--- src/rtl/bit_fill_if.sv ---
// rtl/bit_fill_if.sv - go/done request and result bundle for bit_fill
interface bit_fill_if #(
    parameter int WIDTH = 8
) ();
    logic                         go;
    logic [$clog2(WIDTH+1)-1:0]   in;
    logic [WIDTH-1:0]             out;
    logic                         done;

    modport master (output go, output in, input out, input done);
    modport slave  (input go, input in, output out, output done);
endinterface

--- src/rtl/bit_fill.sv ---
// rtl/bit_fill.sv - sequential k-ones word generator, one bit shifted in per cycle
module bit_fill #(
    parameter int WIDTH = 8
) (
    input  logic        clk,
    input  logic        rst_n,
    bit_fill_if.slave   bus
);
    localparam int CW = $clog2(WIDTH + 1);

    typedef enum logic [1:0] {START, COMPUTE, DONE} state_t;

    state_t              state;
    logic [CW-1:0]       count_r;
    logic [WIDTH-1:0]    n_r;
    logic [WIDTH-1:0]    out_r;
    logic                done_r;
    logic [CW-1:0]       load_count;
    logic [WIDTH-1:0]    n_shift;

    // Requests wider than the word saturate to an all-ones result.
    assign load_count = (bus.in > CW'(WIDTH)) ? CW'(WIDTH) : bus.in;
    assign n_shift    = (n_r << 1) | WIDTH'(1);

    assign bus.out  = out_r;
    assign bus.done = done_r;

    always_ff @(posedge clk or negedge rst_n) begin
        if (!rst_n) begin
            state   <= START;
            count_r <= '0;
            n_r     <= '0;
            out_r   <= '0;
            done_r  <= 1'b0;
        end else begin
            case (state)
                START: begin
                    done_r <= 1'b0;
                    if (bus.go) begin
                        count_r <= load_count;
                        n_r     <= '0;
                        state   <= COMPUTE;
                    end
                end
                COMPUTE: begin
                    if (count_r != '0) begin
                        n_r     <= n_shift;
                        count_r <= count_r - 1'b1;
                    end else begin
                        // out only moves here, so it holds the last result through a new COMPUTE
                        out_r  <= n_r;
                        done_r <= 1'b1;
                        state  <= DONE;
                    end
                end
                DONE: begin
                    if (bus.go) begin
                        count_r <= load_count;
                        n_r     <= '0;
                        done_r  <= 1'b0;
                        state   <= COMPUTE;
                    end
                end
                default: begin
                    state  <= START;
                    done_r <= 1'b0;
                end
            endcase
        end
    end
endmodule

--- src/flat_wrapper.sv ---
// flat-port wrapper written by rule: the top's interface ports become plain ports
module bit_fill_flat 
#(
    parameter int WIDTH = 8
)
  (clk, rst_n, bus_go, bus_in, bus_out, bus_done);
  bit_fill_if #(.WIDTH(WIDTH)) bus_i ();
  input  logic clk;
  input  logic rst_n;
  input wire logic [$bits(bus_i.go)-1:0] bus_go;
  input wire logic [$bits(bus_i.in)-1:0] bus_in;
  output wire logic [$bits(bus_i.out)-1:0] bus_out;
  output wire logic [$bits(bus_i.done)-1:0] bus_done;
  assign bus_i.go = bus_go;
  assign bus_i.in = bus_in;
  assign bus_out = bus_i.out;
  assign bus_done = bus_i.done;
  bit_fill #(.WIDTH(WIDTH)) u_core (.clk(clk), .rst_n(rst_n), .bus(bus_i));
endmodule
--- config.mk ---
export PLATFORM = sky130hd
export DESIGN_NAME = bit_fill_flat
export DESIGN_NICKNAME = d
export VERILOG_FILES = /design/src/rtl/bit_fill_if.sv /design/src/rtl/bit_fill.sv /design/src/flat_wrapper.sv
export SDC_FILE = /design/constraint.sdc
export NUM_CORES = 1
export LEC_CHECK = 0
export ABC_CLOCK_PERIOD_IN_PS = 1600
export BUFFER_PORTS_ARGS = -buffer_cell sky130_fd_sc_hd__clkbuf_2
export CELL_PAD_IN_SITES_DETAIL_PLACEMENT = 0
export CELL_PAD_IN_SITES_GLOBAL_PLACEMENT = 1
export CORE_ASPECT_RATIO = 1.4
export CORE_MARGIN = 2
export CORE_UTILIZATION = 36
export CTS_CLUSTER_DIAMETER = 50
export DETAILED_ROUTE_END_ITERATION = 6
export GPL_TIMING_DRIVEN = 0
export PLACE_DENSITY_LB_ADDON = 0.08
export SLEW_MARGIN = 0
export SYNTH_ARGS = -nofsm -noshare
export SYNTH_HDL_FRONTEND = slang
export SYNTH_SLANG_ARGS = --single-unit
export TNS_END_PERCENT = 20
--- constraint.sdc ---
create_clock -name clk -period 1.6 [get_ports clk]
set_clock_uncertainty 0.2 [all_clocks]
set_input_delay 0.32 -clock clk [delete_from_list [all_inputs] [get_ports clk]]
set_output_delay 0.32 -clock clk [all_outputs]
set_load 0.005 [all_outputs]
==> flow_summary.toml <==
[run_status]
outcome = "complete, but fails checks"
violations = "setup timing"

[setup_path]
critical_path.cell_chain = "inv_2 -> ha_4 -> nor3b_4 -> nand2_4 -> mux2_4"
slowest_delay_ns = 0.41
r2r_setup_slack_ns = -0.10
end_kind = "register"
startpoint_type = "register"
cp.required_ns = 1.59
crit_slowest_cell = "dfrtp_1"
cp_max_fo = 8
arrival_ns = 1.70
cp_num_buf_inv = 1
criticalPathCategory = "register to register"
cp_top_family = "simple AND/OR/NAND/NOR gates"

[cts]
clk_root_buffer_cell = "clkbuf_4"
clkTransAtPathRegs_ns = 0.12
htree_levels = 1
clock_latency_ns = 0.30
cts_tree = "done"
cts_sinks = 23
cts.path.max_buffers = 2
cts_buffers = 3

[route]
vias = 669
wl_microns = 1810
drt_iter0_markers = 6
post_drt_wl_per_cell_microns = 12.9
drt-vias-per-instance = 4.78
remaining_drc_errors = 0
postRouteAntennaNets = 0
dr.pass1.iters = 4

[sta]
fmax_ghz = 0.587
post-route-period-util_pct = 106
period_needed_ns = 1.70
hold_violations = 0
fin_ws_ns = -0.103
worst_slew_pin_slew_ns = 0.567
slew_viol_final = 0
hold_slack_ns = 0.0455
setup_violations = 20
rsz0062_at_grt = "true"
slew_headroom_pct = 62.2
finalSetupTns_ns = -1.35

[synth]
synth_seq_cells = 23
synth_warnings = 0
synth_fp_nets = 83
synth-compound-area-share_pct = 11.9
synth_top_family_by_area = "simple AND/OR/NAND/NOR gates"
mappedNetlistArea_sq_um = 978
synthCells = 75
synth_mux_area_share_pct = 11.3
yosysSeqAreaShare_pct = 58.8
synthSimpleGateAreaFrac_pct = 13.9
synth_area_per_cell_sq_um = 13.0
yosysUniqueCellTypes = 25
synth_xor_area_share_pct = 0
synthAdderAreaFrac_pct = 1.28

[finish]
syn_to_final_growth_pct = 29.2
drive_gt1_share_pct = 44.2
n_fill_cell = 237
post-route-util_pct = 48.3
nNetsFinal = 113
diodes = 0
stdcell_count = 140

[floorplanning]
start_util_pct = 37.4
die-width_microns = 48.1
dieHeight_microns = 65.7
fp.coreArea_sq_um = 2620
die-area_sq_um = 3160
io_pins = 16
rows = 22

[global_route]
track_usage_pct = 14.1
grt_pass1_vias = 669
grt_pass1_wl_microns = 3060
grt_max_degree = 24
overflow = 0
antenna_found_initial = 0

[placement]
hpwl_microns = 1220
io_buffers = 15
dp_cells = 126
place.gp.congestion = 0.749

[pwr]
internal-power_w = 0.00172
ir_drop_v = 0.000805
pwr-share-seq_pct = 38.4
clockPowerShare_pct = 9.9
powerDensity_nw_per_um2 = 2080
p_comb_share_pct = 51.7
switchingPower_w = 0.000907
power.static_leakage_nw = 0.613
switching_share_pct = 34.5

[flow_run]
max_cap_violations = 0

[hold_path]
hp-class = "input pin to register"
[final timing paths]
check,startpoint,end,depth (start not counted)
worst max-delay path,u_core.count_r[0]$_DFFE_PN0P_,u_core.bus.out[0]$_DFFE_PN0P_,5
worst min-delay path,bus_in[2],u_core.count_r[2]$_DFFE_PN0P_,3
worst max register to register,u_core.count_r[0]$_DFFE_PN0P_,u_core.bus.out[0]$_DFFE_PN0P_,5
worst min register to register,u_core.bus.out[2]$_DFFE_PN0P_,u_core.bus.out[2]$_DFFE_PN0P_,1
max in group asynchronous,rst_n,u_core.bus.out[3]$_DFFE_PN0P_,2
min in group asynchronous,rst_n,u_core.n_r[3]$_DFFE_PN0P_,2
[power groups by stage]
| stage | logic (W) | clock network (W) | registers (W) |
|---|---|---|---|
| after floorplan | 0.000796 | 0 | 0.000993 |
| after global placement | 0.00105 | 0 | 0.00101 |
| after detailed placement | 0.00106 | 0 | 0.00102 |
| after CTS | 0.00134 | 0.000273 | 0.00101 |
| after global routing | 0.00152 | 0.000299 | 0.00105 |
| final | 0.00136 | 0.000261 | 0.00101 |
[flip-flops by register name, summed over array words and instances, names as in the netlist]
signal and count:
u_core.bus.out 8, u_core.n_r 8, u_core.count_r 4, u_core.state 2
u_core.bus.done 1
[logic make-up after synthesis]
family	count (synthesis)
AND/OR/NAND/NOR	21
adder cells (fa/ha/maj)	1
AO/OA/AOI/OAI	14
buffers and inverters	6
flip-flops	23
multiplexers	10
[layout by cell type, fill, tap and decap left out, drive strengths merged]
master,n
a21o,2
a21oi,3
a22o,7
a32oi,1
and2b,1
buf,11
clkbuf,19
dfrtp,23
dlygate4sd3,1
ha,1
inv,4
mux2,8
mux2i,2
nand2,2
nand2b,2
nand3,2
nand4b,1
nor2,4
nor2b,1
nor3,3
nor3b,5
o21a,1
[worst register-to-register path, delay by kind of cell (launching register included)]
family	cells	cell delay, ns
fa+ha+maj	1	0.13
buf+inv	1	0.08
flops	1	0.41
mux	1	0.32
simple gates	2	0.46
[stage by stage]
stage	cell area, sq um	power (W)	setup WS (ns)
floorplan	1000	0.00179	-0.0420
global placement	1120	0.00206	-0.196
detailed placement	1120	0.00207	-0.198
CTS	1240	0.00262	-0.115
global route	1260	0.00287	-0.220
finish	1260	0.00263	-0.103
[routing by layer]
metal	vias to the layer above	track usage, %	share of wire, %
li1	325	-	-
met1	325	17.6	46
met2	15	22.2	48
met3	4	2.47	2.8
met4	0	7.09	2.4
met5	-	0	0
[synth_stat cells]
cell type | instances | area (sq um)
a21o_1 | 1 | 7.51
a21o_2 | 1 | 8.76
a21oi_1 | 3 | 15.0
a22o_1 | 7 | 61.3
a32oi_1 | 1 | 8.76
and2b_1 | 1 | 7.51
buf_2 | 1 | 5.00
buf_4 | 1 | 7.51
dfrtp_1 | 23 | 576
ha_1 | 1 | 12.5
inv_1 | 4 | 15.0
mux2_2 | 8 | 90.1
mux2i_1 | 2 | 20.0
nand2_1 | 1 | 3.75
nand2_2 | 1 | 6.26
nand2b_1 | 2 | 12.5
nand3_1 | 2 | 10.0
nand4b_1 | 1 | 8.76
nor2_1 | 3 | 11.3
nor2_2 | 1 | 6.26
nor2b_1 | 1 | 6.26
nor3_1 | 3 | 15.0
nor3b_1 | 4 | 30.0
nor3b_4 | 1 | 18.8
o21a_4 | 1 | 15.0
[area by class of cell]
type | instances | area [sq um] | share of cell area (%)
plain buffers | 2 | 20.0 | 1.58
clock buffers | 4 | 26.3 | 2.08
inverters | 4 | 15.0 | 1.19
multi-input cells | 46 | 405 | 32.1
flip-flops and latches | 23 | 576 | 45.5
well taps | 36 | 45.0 | 3.56
repair buffers | 25 | 176 | 14.0
[what timing repair did]
item | in CTS | in global routing
pin swaps | 11 | 2
gates cloned | 1 | 0
hold buffers | 1 | 0
resized for setup | 5 | 1
endpoints found under the setup margin | 21 | 22
buffers inserted | 6 | 2
hold endpoints to repair | 23 | 0
Power figures use the tool's default switching activity.
